## config.mk

```make
export PLATFORM = sky130hd
export DESIGN_NAME = mult_div_unit
export DESIGN_NICKNAME = d
export VERILOG_FILES = /design/src/rtl/mult_div_unit_pkg.sv /design/src/rtl/mult_div_unit_md_step.sv /design/src/rtl/mult_div_unit.sv
export SDC_FILE = /design/constraint.sdc
export NUM_CORES = 1
export LEC_CHECK = 0
export ABC_AREA = 0
export BUFFER_PORTS_ARGS = -buffer_cell sky130_fd_sc_hd__buf_4
export CAP_MARGIN = 5
export CELL_PAD_IN_SITES_DETAIL_PLACEMENT = 1
export CELL_PAD_IN_SITES_GLOBAL_PLACEMENT = 2
export CORE_ASPECT_RATIO = 1.1
export CORE_MARGIN = 3
export CORE_UTILIZATION = 36
export DETAILED_ROUTE_END_ITERATION = 12
export PLACE_DENSITY_LB_ADDON = 0.1
export SLEW_MARGIN = 30
export SYNTH_ARGS = -nofsm -noshare
export SYNTH_HDL_FRONTEND = slang
export SYNTH_HIERARCHICAL = 1
export SYNTH_SLANG_ARGS = --single-unit
```

## constraint.sdc

```tcl
create_clock -name clk -period 4.72 [get_ports clk]
set_input_delay 0.236 -clock clk [delete_from_list [all_inputs] [get_ports clk]]
set_output_delay 0.236 -clock clk [all_outputs]
set_load 0.1 [all_outputs]
```

## src/rtl/mult_div_unit_pkg.sv

```systemverilog
// Shared definitions for the multiply/divide unit and the decoder:
// MDOp encodings, FSM state encodings and the default data width.
package mult_div_unit_pkg;

  localparam int unsigned MD_DATA_W = 32;

  typedef enum logic [2:0] {
    MD_NONE  = 3'd0,
    MD_MULT  = 3'd1,
    MD_MULTU = 3'd2,
    MD_DIV   = 3'd3,
    MD_DIVU  = 3'd4,
    MD_MTHI  = 3'd5,
    MD_MTLO  = 3'd6
  } md_op_e;

  typedef enum logic [1:0] {
    S_IDLE,
    S_RUN,
    S_FIX
  } md_state_e;

endpackage

```

## src/rtl/mult_div_unit_md_step.sv

```systemverilog
// One radix-2 iteration of the multiply/divide datapath (combinational).
//   acc, shreg : current partial result (high / low halves)
//   operand    : multiplicand or divisor (magnitude)
//   is_div     : 1 = restoring divide step, 0 = shift-add multiply step
//   acc_nxt, shreg_nxt : next partial result
// Multiply: shreg holds the multiplier, consumed LSB first; the product
//   shifts right into shreg. Divide: shreg holds the dividend, consumed MSB
//   first; quotient bits shift in at the LSB, acc holds the remainder.
module mult_div_unit_md_step #(
  parameter int unsigned W = 32
) (
  input  logic [W-1:0] acc,
  input  logic [W-1:0] shreg,
  input  logic [W-1:0] operand,
  input  logic         is_div,
  output logic [W-1:0] acc_nxt,
  output logic [W-1:0] shreg_nxt
);

  logic [W:0] sum;
  logic [W:0] shifted;
  logic       ge;

  always_comb begin
    sum     = {1'b0, acc} + (shreg[0] ? {1'b0, operand} : '0);
    shifted = {acc, shreg[W-1]};
    ge      = (shifted >= {1'b0, operand});
    if (is_div) begin
      // remainder stays below the divisor, so the difference fits in W bits
      acc_nxt   = ge ? (shifted[W-1:0] - operand) : shifted[W-1:0];
      shreg_nxt = {shreg[W-2:0], ge};
    end else begin
      acc_nxt   = sum[W:1];
      shreg_nxt = {sum[0], shreg[W-1:1]};
    end
  end

endmodule

```

## src/rtl/mult_div_unit.sv

```systemverilog
// Iterative multiply/divide unit owning the HI/LO registers.
// Handles MULT, MULTU, DIV, DIVU (DATA_W+1 busy cycles) and MTHI/MTLO
// (written at the issue edge, no busy).
// Ports:
//   clk, rst           clock, synchronous active-high reset
//   MDStart, MDOp      issue request and operation (sampled while idle)
//   MDOpX, MDOpY       rs / rt operands
//   MDBusy             operation in flight
//   MDDone             one-cycle pulse when new HI/LO become visible
//   MDDivZero          divide-by-zero flag alongside MDDone
//   HI, LO             architectural HI/LO registers
// Build option MD_DIVZERO_FAST_EN: divide by zero finishes after one busy
// cycle and raises MDDivZero; otherwise it runs the full length and
// MDDivZero stays 0. HI/LO results are the same either way.
module mult_div_unit
  import mult_div_unit_pkg::*;
#(
  parameter int unsigned DATA_W = MD_DATA_W
) (
  input  logic              clk,
  input  logic              rst,
  input  logic              MDStart,
  input  logic [2:0]        MDOp,
  input  logic [DATA_W-1:0] MDOpX,
  input  logic [DATA_W-1:0] MDOpY,
  output logic              MDBusy,
  output logic              MDDone,
  output logic              MDDivZero,
  output logic [DATA_W-1:0] HI,
  output logic [DATA_W-1:0] LO
);

  localparam int unsigned CNT_W = (DATA_W > 1) ? $clog2(DATA_W) : 1;

  md_state_e           state;
  logic [CNT_W-1:0]    count;
  logic [DATA_W-1:0]   acc, shreg, operand;
  logic                is_div, neg_hi, neg_lo;
  logic [DATA_W-1:0]   acc_nxt, shreg_nxt;

  logic                op_mul, op_div, op_signed, x_neg, y_neg, y_zero;
  logic [DATA_W-1:0]   abs_x, abs_y;
  logic [2*DATA_W-1:0] prod_fix;
  logic [DATA_W-1:0]   hi_fix, lo_fix;

  mult_div_unit_md_step #(.W(DATA_W)) u_step (
    .acc       (acc),
    .shreg     (shreg),
    .operand   (operand),
    .is_div    (is_div),
    .acc_nxt   (acc_nxt),
    .shreg_nxt (shreg_nxt)
  );

  always_comb begin
    op_mul    = (MDOp == MD_MULT) || (MDOp == MD_MULTU);
    op_div    = (MDOp == MD_DIV)  || (MDOp == MD_DIVU);
    op_signed = (MDOp == MD_MULT) || (MDOp == MD_DIV);
    x_neg     = op_signed & MDOpX[DATA_W-1];
    y_neg     = op_signed & MDOpY[DATA_W-1];
    y_zero    = op_div && (MDOpY == '0);
    abs_x     = x_neg ? -MDOpX : MDOpX;
    abs_y     = y_neg ? -MDOpY : MDOpY;
  end

  // Sign correction: whole 2W-bit product for multiply, separate
  // quotient/remainder negation for divide.
  always_comb begin
    prod_fix = neg_lo ? -{acc, shreg} : {acc, shreg};
    hi_fix   = prod_fix[2*DATA_W-1:DATA_W];
    lo_fix   = prod_fix[DATA_W-1:0];
    if (is_div) begin
      hi_fix = neg_hi ? -acc : acc;
      lo_fix = neg_lo ? -shreg : shreg;
    end
  end

`ifdef MD_DIVZERO_FAST_EN
  logic divzero;
`else
  assign MDDivZero = 1'b0;
`endif

  always_ff @(posedge clk) begin
    if (rst) begin
      state   <= S_IDLE;
      count   <= '0;
      acc     <= '0;
      shreg   <= '0;
      operand <= '0;
      is_div  <= 1'b0;
      neg_hi  <= 1'b0;
      neg_lo  <= 1'b0;
      MDBusy  <= 1'b0;
      MDDone  <= 1'b0;
      HI      <= '0;
      LO      <= '0;
`ifdef MD_DIVZERO_FAST_EN
      divzero   <= 1'b0;
      MDDivZero <= 1'b0;
`endif
    end else begin
      MDDone <= 1'b0;
`ifdef MD_DIVZERO_FAST_EN
      MDDivZero <= 1'b0;
`endif
      case (state)
        S_IDLE: begin
          if (MDStart) begin
            if (op_mul || op_div) begin
              MDBusy  <= 1'b1;
              count   <= '0;
              is_div  <= op_div;
              operand <= abs_y;
`ifdef MD_DIVZERO_FAST_EN
              divzero <= y_zero;
`endif
              if (y_zero) begin
                // Zero divisor: raw dividend, no sign fix. An unsigned walk
                // with divisor 0 ends with acc=dividend, shreg=all ones.
                neg_hi <= 1'b0;
                neg_lo <= 1'b0;
`ifdef MD_DIVZERO_FAST_EN
                acc   <= MDOpX;
                shreg <= '1;
                state <= S_FIX;
`else
                acc   <= '0;
                shreg <= MDOpX;
                state <= S_RUN;
`endif
              end else begin
                acc    <= '0;
                shreg  <= abs_x;
                neg_hi <= op_div & x_neg;
                neg_lo <= x_neg ^ y_neg;
                state  <= S_RUN;
              end
            end else if (MDOp == MD_MTHI) begin
              HI <= MDOpX;
            end else if (MDOp == MD_MTLO) begin
              LO <= MDOpX;
            end
          end
        end
        S_RUN: begin
          acc   <= acc_nxt;
          shreg <= shreg_nxt;
          count <= count + CNT_W'(1);
          if (count == CNT_W'(DATA_W - 1)) state <= S_FIX;
        end
        S_FIX: begin
          HI     <= hi_fix;
          LO     <= lo_fix;
          MDBusy <= 1'b0;
          MDDone <= 1'b1;
`ifdef MD_DIVZERO_FAST_EN
          MDDivZero <= divzero;
`endif
          state  <= S_IDLE;
        end
        default: state <= S_IDLE;
      endcase
    end
  end

endmodule

```

### Word-level counts from Yosys, hierarchy flattened

Index checks and enable logic that the tools add are counted.

| storage, ports and cells | value |
|---|---|
| flip-flop bits (word level) | 172 |
| bits in latches | 0 |
| memory bits (writable) | 0 |
| memory bits (read-only) | 0 |
| bits of input ports | 70 |
| output and inout port bits | 67 |
| word-level logic and storage cells | 96 |
| memories kept | 0 |

| cells by class | value |
|---|---|
| add/subtract/negate cells | 8 |
| $mul | 0 |
| divide/modulo/power cells | 0 |
| magnitude comparators | 1 |
| equal/unequal tests | 16 |
| shifts and indexed selects | 0 |
| mux-type cells | 40 |
| bitwise logic cells | 4 |
| reduce and logical (&&, ||, !) cells | 15 |

Operator list:

| operator | number |
|---|---|
| 32-bit two-way mux | 22 |
| 32-bit one-hot mux with 2 select lines | 4 |
| 32-bit negator | 4 |
| 64-bit two-way mux | 1 |
| 64-bit negator | 1 |
| 32-bit by 33-bit adder with 33-bit output | 1 |
| 33-bit by 32-bit >= comparator with 1-bit output | 1 |
| 32-bit zero test | 1 |
| 32-bit subtractor | 1 |
| 2-bit != test (second input constant) | 7 |
| 3-bit AND reduction | 4 |
| 5-bit two-way mux | 2 |
| 5-bit one-hot mux with 2 select lines | 1 |
| 3-bit == test (second input constant) | 3 |
| 3-bit by 2-bit == test with 1-bit output (second input constant) | 2 |
| 2-bit two-way mux | 3 |
| 5-bit by 1-bit adder with 5-bit output (second input constant) | 1 |
| 5-bit == test (second input constant) | 1 |
| 1-bit two-way mux | 5 |
| 5-bit AND reduction | 1 |
| 1-bit logical OR | 4 |
| 2-bit one-hot mux with 2 select lines | 1 |
| 4-bit AND reduction | 1 |
| 2-bit nonzero test | 2 |
| other kinds (8) | 10 |

### Logic depth before layout (Yosys ltp)

Gate-level depths: netlist (run 1).

| logic depth | value |
|---|---|
| word-level depth | 8 |
| mapped depth | 15 |
| depth with buffers taken out | 15 |

### Hierarchy

Netlist (run 1), hierarchy kept.

By module, submodules not included:

| module | times used | cells each | area each (um^2) | sequential area each (um^2) |
|---|---|---|---|---|
| mult_div_unit | 1 | 1,227 | 9,885.7 | 3,443.3 |
| mult_div_unit_md_step | 1 | 671 | 4,698.3 | 0.0 |

### Worst setup path before layout (run 1)

Ideal clock, no wire load.

| path | value |
|---|---|
| kind | register to register |
| start | register shreg[0] |
| end | register acc[27] |
| library setup time | 128 ps |
| data arrival time | 3,392 ps |
| required time | 4,592 ps |
| path slack | 1,200 ps |
| cell stages (with the launch flop) | 16 |
| buffers on the path | 1 |
| clock period less this slack | 3,520 ps |
| cell sequence | dfxtp_1 clkbuf_1 and2_1 ha_1 fa_1 a21o_1 a211oi_2 and4bb_1 o211ai_2 a211oi_2 o211ai_2 or4b_1 and4_1 a221o_1 a22oi_1 nor2_1 |

| on the way | value |
|---|---|
| word-level cells in the longest chain between the ends | 4 |

RTL lines:

| element | line | RTL |
|---|---|---|
| start: declaration | mult_div_unit.sv:37 | `logic [DATA_W-1:0] acc, shreg, operand;` |
| start signal: assignment | mult_div_unit.sv:129 | `shreg <= MDOpX;` |
| start signal: assignment | mult_div_unit.sv:134 | `shreg <= abs_x;` |
| start signal: assignment | mult_div_unit.sv:148 | `shreg <= shreg_nxt;` |
| 32-bit two-way mux | mult_div_unit_md_step.sv:25 | `sum = {1'b0, acc} + (shreg[0] ? {1'b0, operand} : '0);` |
| 32-bit by 33-bit adder with 33-bit output | mult_div_unit_md_step.sv:25 |  |
| 32-bit two-way mux | mult_div_unit_md_step.sv:28 | `if (is_div) begin` |
| via acc_nxt[27] | mult_div_unit.sv:39 | `logic [DATA_W-1:0] acc_nxt, shreg_nxt;` |
| 32-bit one-hot mux with 2 select lines | mult_div_unit.sv:107 | `case (state)` |
| end signal: assignment | mult_div_unit.sv:147 | `acc <= acc_nxt;` |
| end: declaration | mult_div_unit.sv:37 |  |

The timed path passes the listed nets, and every way through them passes these cells.
A chain may end at the register's enable or synchronous reset.

### Worst setup path after layout (run 1)

| path | value |
|---|---|
| start | register shreg[0] |
| end | register acc[30] |

Same word-level chain as after synthesis.

==> results.ini, run 1 <==
[clocking]
clock_sinks = 172
cts_made_buffers = 17
cts_buffer_depth = 2
clk_pin_slew_ps = 70
root_buffer = clkbuf_16
htree_num_levels = 4
clk-insertion-delay-late_ps = 460
cts_hold_buf = 0
cts_tree = yes
cts_resized = 0
cts_setup_buffers = 0

[finish]
diodes = 0
post-route-cell-area_um2 = 16700
utilization_pct = 42.2
syn2layout_area_growth_pct = 14.4
drive_above_1_share_pct = 14.6
layout_commonest_cell = nor2_1
stdcell_count = 2499
most-common-layout-cells = 202 x nor2_1, 177 x buf_4, 171 x dfxtp_1
final_nets = 2123

[global_routing]
overflow = 0
first_global_vias = 15300
grt_first_pass_wirelength_um = 91400
grt_max_degree = 115
grtUsageTotal_pct = 27.4
antenna_found_initial = 0

[synthesis]
ys.flop_type = dfxtp_1
synth_area_um2 = 14600
ys_ff_latch = 172
syn-num-nets = 2040
syn_area_per_cell_um2 = 7.68
synthDistinctLibCells = 89
seq_area_frac_synth_pct = 23.6
synth_top_area_cell = dfxtp_1
yosysWarningCount = 6
synth_cells = 1898
synthArstFlopShare_pct = 0
synth.area.top_cells = dfxtp_1 24%, xnor2_1 6.1%, ha_1 6.0%
synth_edf_count = 0
synth_top_area_share_pct = 23.6

[routing]
drtPass1Iterations = 5
drc = 0
ant_nets = 0
via_count = 15100
drt_iter0_markers = 739
routedWlPerCell_um = 23.9
wirelength_um = 59800
via_per_inst = 6.05

[sta]
setup_viol = 0
clock.fmax_mhz = 243
slew_headroom_pct = 36.6
finClkSkew_ps = 9.51
hold_viol_final = 0
drv_slew = 0
tightestPinTransition_ps = 951
post-route-period-util_pct = 87.1
fin_crit_ps = 4110
setup_tns_ps = 0
whs_ps = 53.1
fin_ws_ps = 607
rsz0062_at_grt = false

[power]
vdd_drop_max_mv = 0.245
powerDensity_nw_per_um2 = 262
p_leak_nw = 6.93
p_total_mw = 4.37

[setup_path]
r2r_cells = 13
r2r_end = acc[30]
reg2reg_slack_ps = 610
required_ps = 5120
startpoint = shreg[0]
cp_max_fo = 25
reg2reg_from = shreg[0]
cp-end-kind = flop
crit_path_start_kind = flop
worstSetupPathType = reg -> reg
cp_data_arrival_time_ps = 4510

[floorplan]
start_util_pct = 36.9
die_w_um = 198
core_um2 = 39600
rows = 76
ios = 137
die_y_um = 217
dieArea_um2 = 43000

[min_path]
hold_class = in -> reg
holdPathEnd = operand[0]
worstHoldStart = MDOpY[0]
worstHoldPathCells = 3

[placement]
port_buffers = 135
dp.cells = 2469
pre_cts_ws_ps = 693
placed_area_um2 = 16200
place.gp.congestion = 0.945
dp_hpwl_um = 46200

[outcome]
outcome = complete, no violations

[run]
maxCapViolations = 0

## how the worst max path moves through the flow
stage | slack [ps] | end | depth (start not counted)
floorplan | 1200 | acc[27] | 15
global placement | 770 | acc[27] | 14
detailed placement | 690 | acc[27] | 14
CTS | 630 | acc[30] | 13
global route | 290 | acc[30] | 13
finish | 610 | acc[30] | 13
## report_power, final
part | switching, mW | internal (mW)
logic | 0.900 | 0.485
registers | 0.0985 | 1.52
clock network | 0.643 | 0.732
## worst max-delay path, cell delays in order (launching register included)
cell and delay [ps]:
dfxtp_1 790, and2_1 230, ha_1 220, o211ai_1 140, o211ai_1 330, a21oi_1 170
a211oi_1 520, a31oi_1 240, o31ai_1 330, mux2_2 390, a211o_1 260, o21ai_0 210
a22oi_1 110, nor2_1 110
## Yosys cell counts, types with 5 or more instances
cell type and n:
nor2_1 204, dfxtp_1 172, a21oi_1 123, nand2_1 111
xnor2_1 101, clkbuf_1 92, o21ai_0 90, inv_1 76
a22oi_1 70, ha_1 70, a211oi_1 69, xor2_1 62
mux2i_1 52, nor3_1 41, o22ai_1 41, a21o_1 39
nand3_1 38, and2_1 37, or3_1 32, mux2_2 31
nor4_1 26, a31oi_1 25, o31ai_1 25, nand2b_1 17
nand4_1 17, or4_1 17, a221oi_1 14, and3_1 14
buf_1 14, o41ai_1 13, o21a_1 12, nor2b_1 11
o21bai_1 8, o211ai_1 7, o21ai_1 7, or2_2 7
a2111oi_0 6, a31o_2 6, or4_4 6, a311oi_1 5
nor4_2 5
## kinds of logic (layout without fill, tap and decap cells)
group,count (synthesis),after routing,synth area share [%]
buf+inv,191,285,5.13
flops,172,172,23.6
simple gates,614,614,21.3
fa+ha+maj,72,72,6.28
xor+xnor,163,163,9.79
mux,83,83,5.96
compound gates,602,602,27.9
other cells,1,1,0.0257
## flip-flops by register name (all words and copies together) (netlist names), 2 cells and up
signal / flops
LO: 32
operand: 32
shreg: 32
state: 2
HI: 32
count: 5
acc: 32
## metal layers
metal / track usage, % / vias to the layer above / share of wire [%]
met5: 0 / - / 0
met4: 11.8 / 0 / 4.0
met3: 2.49 / 90 / 3.7
met2: 47.7 / 378 / 49
met1: 34.5 / 7448 / 43
li1: - / 7205 / -
## layout make-up
class                   instances  area, µm²
clock inverters                 7       68.8
clock buffers                  23        458
flip-flops and latches        172       3450
multi-input cells            1535      10400
well taps                     507        634
fillers                      4885      22900
repair buffers                179       1370
inverters                      76        285
Note: power is estimated with default switching activity, not from simulation.
==> run 2: changes to the inputs <==
- REMOVE_ABC_BUFFERS: unset -> 1
==> run 2 against run 1 <==
  * Global-route usage is 0.54 points lower
  * Utilization grew 0.15 points
  * Cell count about the same
  * Cell area up 0.36%
  * Register-to-register slack worse by 80 ps
  * Critical path type unchanged
  * Largest cell class unchanged
  * Largest power group unchanged
  * Highest routed layer unchanged
==> results.ini, run 2 (synthesized netlist as in run 1, its figures left out) <==
[outcome]
outcome = complete, no violations

[routing]
drc = 0  ; unchanged
routedWlPerCell_um = 23.5  ; -1.6%
wirelength_um = 58700  ; -1.7%
ant_nets = 0  ; unchanged
drt_iter0_markers = 738  ; -0.14%
drtPass1Iterations = 5  ; unchanged
via_count = 15000  ; -1.0%
via_per_inst = 5.99  ; -0.97%

[floorplan]
rows = 76  ; unchanged
die_y_um = 217  ; unchanged
ios = 137  ; unchanged
start_util_pct = 36.9  ; unchanged
core_um2 = 39600  ; unchanged
die_w_um = 198  ; unchanged
dieArea_um2 = 43000  ; unchanged

[power]
p_total_mw = 4.56  ; +4.3%
powerDensity_nw_per_um2 = 273  ; +4.0%
vdd_drop_max_mv = 0.263  ; +7.4%
p_leak_nw = 6.95  ; +0.25%

[setup_path]
cp-end-kind = flop
crit_top_cell = o211ai_1
crit_path_start_kind = flop
r2r_end = acc[30]
critPathMaxStageDelay_ps = 670  ; -120 ps
reg2reg_slack_ps = 530  ; -80 ps
critical_path_buf_inv_count = 1  ; +1
cp_max_fo = 12  ; -52%
worstPathCellList = buf_4 > and2_1 > ha_1 > o211ai_1 > o211ai_1 > a21oi_1 > a211oi_1 > a31oi_1 > o31ai_1 > mux2_2 > a211o_1 > o21ai_0 > a22oi_1 > nor2_1
reg2reg_from = shreg[0]
worstSetupPathType = reg -> reg
critical-path-top-delay-family = compound AO/OA/AOI/OAI gates
crit_path_top_delay_cell = dfxtp_1
cp_data_arrival_time_ps = 4590  ; +80 ps
required_ps = 5120  ; about the same
r2r_cells = 14  ; +1

[global_routing]
grt_first_pass_wirelength_um = 90200  ; -1.4%
overflow = 0  ; unchanged
grt_max_degree = 71  ; -38%
antenna_found_initial = 0  ; unchanged
first_global_vias = 15300  ; +0.24%
grtUsageTotal_pct = 26.8  ; -0.54 points

[clocking]
cts_buffer_depth = 2  ; unchanged
cts_resized = 0  ; unchanged
clk_pin_slew_ps = 80  ; about the same
clk-insertion-delay-late_ps = 470  ; about the same
cts_tree = yes
cts_made_buffers = 17  ; unchanged
clock_sinks = 172  ; unchanged
cts_hold_buf = 0  ; unchanged
cts_setup_buffers = 0  ; unchanged
htree_num_levels = 4  ; unchanged
root_buffer = clkbuf_16

[finish]
utilization_pct = 42.3  ; +0.15 points
post-route-cell-area_um2 = 16700  ; +0.36%
fill_cells = 4848  ; -0.76%
drive_above_1_share_pct = 14.8  ; +0.22 points
stdcell_count = 2497  ; -0.080%
diodes = 0  ; unchanged
multi_input_area_um2 = 10400  ; about the same
layout_commonest_cell = nor2_1
most-common-layout-cells = 202 x nor2_1, 174 x buf_4, 171 x dfxtp_1
seqCellArea_um2 = 3450  ; unchanged
syn2layout_area_growth_pct = 14.8
final_nets = 2119  ; -0.19%

[sta]
setup_tns_ps = 0  ; unchanged
setup_viol = 0  ; unchanged
fin_crit_ps = 4190  ; +77.2 ps
finClkSkew_ps = 7.15  ; -2.35 ps
hold_viol_final = 0  ; unchanged
slew_headroom_pct = 38.7  ; +2.1 points
rsz0062_at_grt = false
clock.fmax_mhz = 239  ; -1.8%
drv_slew = 0  ; unchanged
post-route-period-util_pct = 88.8  ; +1.6 points
whs_ps = 57.0  ; +3.87 ps
fin_ws_ps = 529  ; -77.2 ps
tightestPinTransition_ps = 917  ; -33.8 ps

[min_path]
hold_class = in -> reg
worstHoldStart = MDOpY[16]
holdPathEnd = operand[16]
worstHoldPathCells = 3  ; unchanged

[placement]
dp.cells = 2465  ; -0.16%
port_buffers = 135  ; unchanged
pre_cts_ws_ps = 602  ; -91.2 ps
place.gp.congestion = 0.941  ; -0.36%
dp_hpwl_um = 44800  ; -3.1%
placed_area_um2 = 16100  ; -0.27%

[run]
maxCapViolations = 0  ; unchanged

## run 2: cell count changes in the layout (fill, tap and decap cells not counted), moves of 2 or more
cell / previous run / this run
clkinv_2: 3 / 1
clkbuf_1: 5 / 0
clkinv_4: 1 / 3
bufinv_16: 1 / 3
buf_4: 177 / 174
inv_6: 0 / 4
## run 2: worst max path at each step
stage,to,start,depth (start not counted)
after floorplan,acc[22],is_div,6
after global placement,acc[30],shreg[0],14
after detailed placement,acc[30],shreg[0],14
after CTS,acc[30],shreg[0],14
after global routing,acc[30],shreg[0],14
final,acc[30],shreg[0],14
## run 2: area by class of cell
cell class                      instances  area share, %
Clock inverter                         14           1.07
Inverter                               76           1.70
Sequential cell                       172           20.6
Multi-Input combinational cell       1535           62.3
Tap cell                              507           3.79
Clock buffer                           18           2.69
Timing Repair Buffer                  175           7.87
## run 2: worst reg2reg max path, delay by kind of cell, from the launching register on
family | cells | cell delay [ps]
mux | 1 | 380
compound gates | 9 | 2270
fa+ha+maj | 1 | 210
flops | 1 | 670
buf+inv | 1 | 290
simple gates | 2 | 290
## run 2: routing by layer
metal | track usage, % | wire length (µm) | vias up
met5 | 0 | 0 | -
met2 | 48.9 | 29700 | 319
met3 | 2.59 | 1990 | 71
li1 | - | - | 7181
met1 | 33.3 | 25600 | 7392
met4 | 8.24 | 1460 | 0
## run 2: where the power goes
part           leakage (nW)  internal, mW  switching, mW
Clock                 0.299         0.873          0.712
Sequential             1.40          1.51         0.0956
Combinational          5.25         0.481          0.889
==> run 3: changes to the inputs <==
- clock period: 4.72 -> 4.65 ns (I/O delays scaled with it)
==> run 3 against run 2 <==
  * Via count fell by 0.37%
  * Utilization is 0.12 points lower
  * Combinational power barely moved
  * Critical path depth is 1 lower
  * Count of clock-buffer cells in the layout grew 1
  * Global-route usage decreased by 0.31 points
  * Non-clock buffer count increased by 2
  * Critical path type unchanged
  * Critical endpoint unchanged
  * Largest power group unchanged
==> results.ini, run 3 (synthesized netlist as in run 1, its figures left out) <==
[outcome]
outcome = complete, no violations

[finish]
most-common-layout-cells = 202 x nor2_1, 175 x buf_4, 171 x dfxtp_1
drive_above_1_share_pct = 14.8  ; -0.015 points
layout_commonest_cell = nor2_1
stdcell_count = 2499  ; +0.080%
diodes = 0  ; unchanged
fill_cells = 4882  ; +0.70%
final_nets = 2121  ; +0.094%
utilization_pct = 42.2  ; -0.12 points
syn2layout_area_growth_pct = 14.5

[clocking]
cts_hold_buf = 0  ; unchanged
root_buffer = clkbuf_16
clk_pin_slew_ps = 70  ; about the same
cts_resized = 0  ; unchanged
clk-insertion-delay-late_ps = 480  ; about the same
cts_made_buffers = 17  ; unchanged
cts_buffer_depth = 2  ; unchanged
cts_tree = yes
clock_sinks = 172  ; unchanged
cts_setup_buffers = 0  ; unchanged
htree_num_levels = 4  ; unchanged

[routing]
highest_layer = met4
m1WireLength_um = 25400  ; -0.71%
routedWlPerCell_um = 23.2  ; -1.5%
drc = 0  ; unchanged
drt_iter0_markers = 715  ; -3.1%
wl_met3_um = 1830  ; -8.0%
wl_met2_um = 29100  ; -1.8%
via_per_inst = 5.97  ; -0.45%
ant_nets = 0  ; unchanged
drtPass1Iterations = 5  ; unchanged
via_count = 14900  ; -0.37%
wirelength_um = 57900  ; -1.5%

[floorplan]
ios = 137  ; unchanged
die_w_um = 198  ; unchanged
die_y_um = 217  ; unchanged
dieArea_um2 = 43000  ; unchanged
rows = 76  ; unchanged
core_um2 = 39600  ; unchanged
start_util_pct = 36.9  ; unchanged

[power]
p_leak_nw = 6.93  ; -0.31%
powerDensity_nw_per_um2 = 268  ; -1.6%
vdd_drop_max_mv = 0.230  ; -13%

[min_path]
worstHoldStart = MDOpY[16]
hold_class = in -> reg
worstHoldPathCells = 3  ; unchanged
holdPathEnd = operand[16]

[setup_path]
reg2reg_from = shreg[0]
r2r_end = acc[30]
r2r_cells = 13  ; -1
crit_top_cell = o211ai_1
worstPathCellList = and2_1 > ha_1 > o211ai_1 > o211ai_1 > a21oi_1 > a211oi_1 > a31oi_1 > o31ai_1 > mux2_2 > a211o_1 > o21ai_0 > a22oi_1 > nor2_1
critPathMaxStageDelay_ps = 700  ; +30 ps
crit_path_top_delay_cell = dfxtp_1
critical_path_buf_inv_count = 0  ; -1
cp_max_fo = 17  ; +5
cp-end-kind = flop
crit_path_start_kind = flop
required_ps = 5060  ; -60 ps
cp_data_arrival_time_ps = 4410  ; -180 ps
worstSetupPathType = reg -> reg
reg2reg_slack_ps = 640  ; +110 ps
critical-path-top-delay-family = compound AO/OA/AOI/OAI gates

[sta]
tightestPinTransition_ps = 893  ; -24.4 ps
rsz0062_at_grt = false
whs_ps = 57.8  ; +0.843 ps
slew_headroom_pct = 40.0  ; +1.3 points
setup_viol = 0  ; unchanged
clock.fmax_mhz = 250  ; +4.6%
setup_tns_ps = 0  ; unchanged
fin_crit_ps = 4010  ; -185 ps
post-route-period-util_pct = 86.1  ; -2.6 points
hold_viol_final = 0  ; unchanged
finClkSkew_ps = 9.71  ; +2.56 ps
drv_slew = 0  ; unchanged

[global_routing]
grt_max_degree = 79  ; +11%
grtUsageTotal_pct = 26.5  ; -0.31 points
overflow = 0  ; unchanged
antenna_found_initial = 0  ; unchanged
first_global_vias = 15100  ; -1.3%
grt_first_pass_wirelength_um = 89100  ; -1.2%

[placement]
dp_hpwl_um = 44400  ; -0.81%
place.gp.congestion = 0.935  ; -0.70%
dp.cells = 2467  ; +0.081%
port_buffers = 135  ; unchanged

[run]
maxCapViolations = 0  ; unchanged

==> run 3: changes by cell type in the layout (fill, tap and decap cells not counted), sizes merged <==
cell / delta
bufinv: -3
clkbuf: +1
clkinv: +1
inv: +1
buf: +2
==> run 3: report_power, final <==
part	leakage, nW	switching (mW)	internal, mW
registers	1.40	0.0997	1.54
clock network	0.268	0.729	0.726
logic	5.26	0.893	0.492
==> run 3: worst max-delay path by stage <==
stage / start / to / slack, ps / cells past startpoint
final: shreg[0] / acc[30] / 640 / 13
after global placement: shreg[0] / acc[27] / 730 / 14
after CTS: shreg[0] / acc[30] / 610 / 13
after global routing: shreg[0] / acc[30] / 400 / 13
after detailed placement: shreg[0] / acc[30] / 660 / 13
after floorplan: is_div / acc[22] / 920 / 6
==> run 3: metrics by stage <==
stage	instance area, µm²	worst slack, ps	total power, mW
after floorplan	14100	917	2.54
after global placement	16100	731	3.03
after detailed placement	16100	658	3.05
after CTS	16700	614	4.51
after global routing	16700	401	4.69
final	16700	644	4.48
==> run 3: layer usage <==
layer / global-route usage, % / vias to the layer above
li1: - / 7186
met1: 32.8 / 7354
met2: 48.2 / 298
met3: 2.51 / 69
met4: 8.68 / 0
met5: 0 / -
==> run 3: area by class of cell <==
class | count | area [µm²] | area share (%)
clock buffer | 19 | 454 | 2.72
clock inverter | 13 | 105 | 0.629
inverter | 76 | 285 | 1.71
multi-input combinational | 1535 | 10400 | 62.4
sequential | 172 | 3450 | 20.6
tap | 507 | 634 | 3.80
timing repair buffer | 177 | 1350 | 8.05
==> run 3: worst min-delay path, stage by stage <==
cell	delay [ps]
buf_4	90
xnor2_1	100
a211oi_1	60
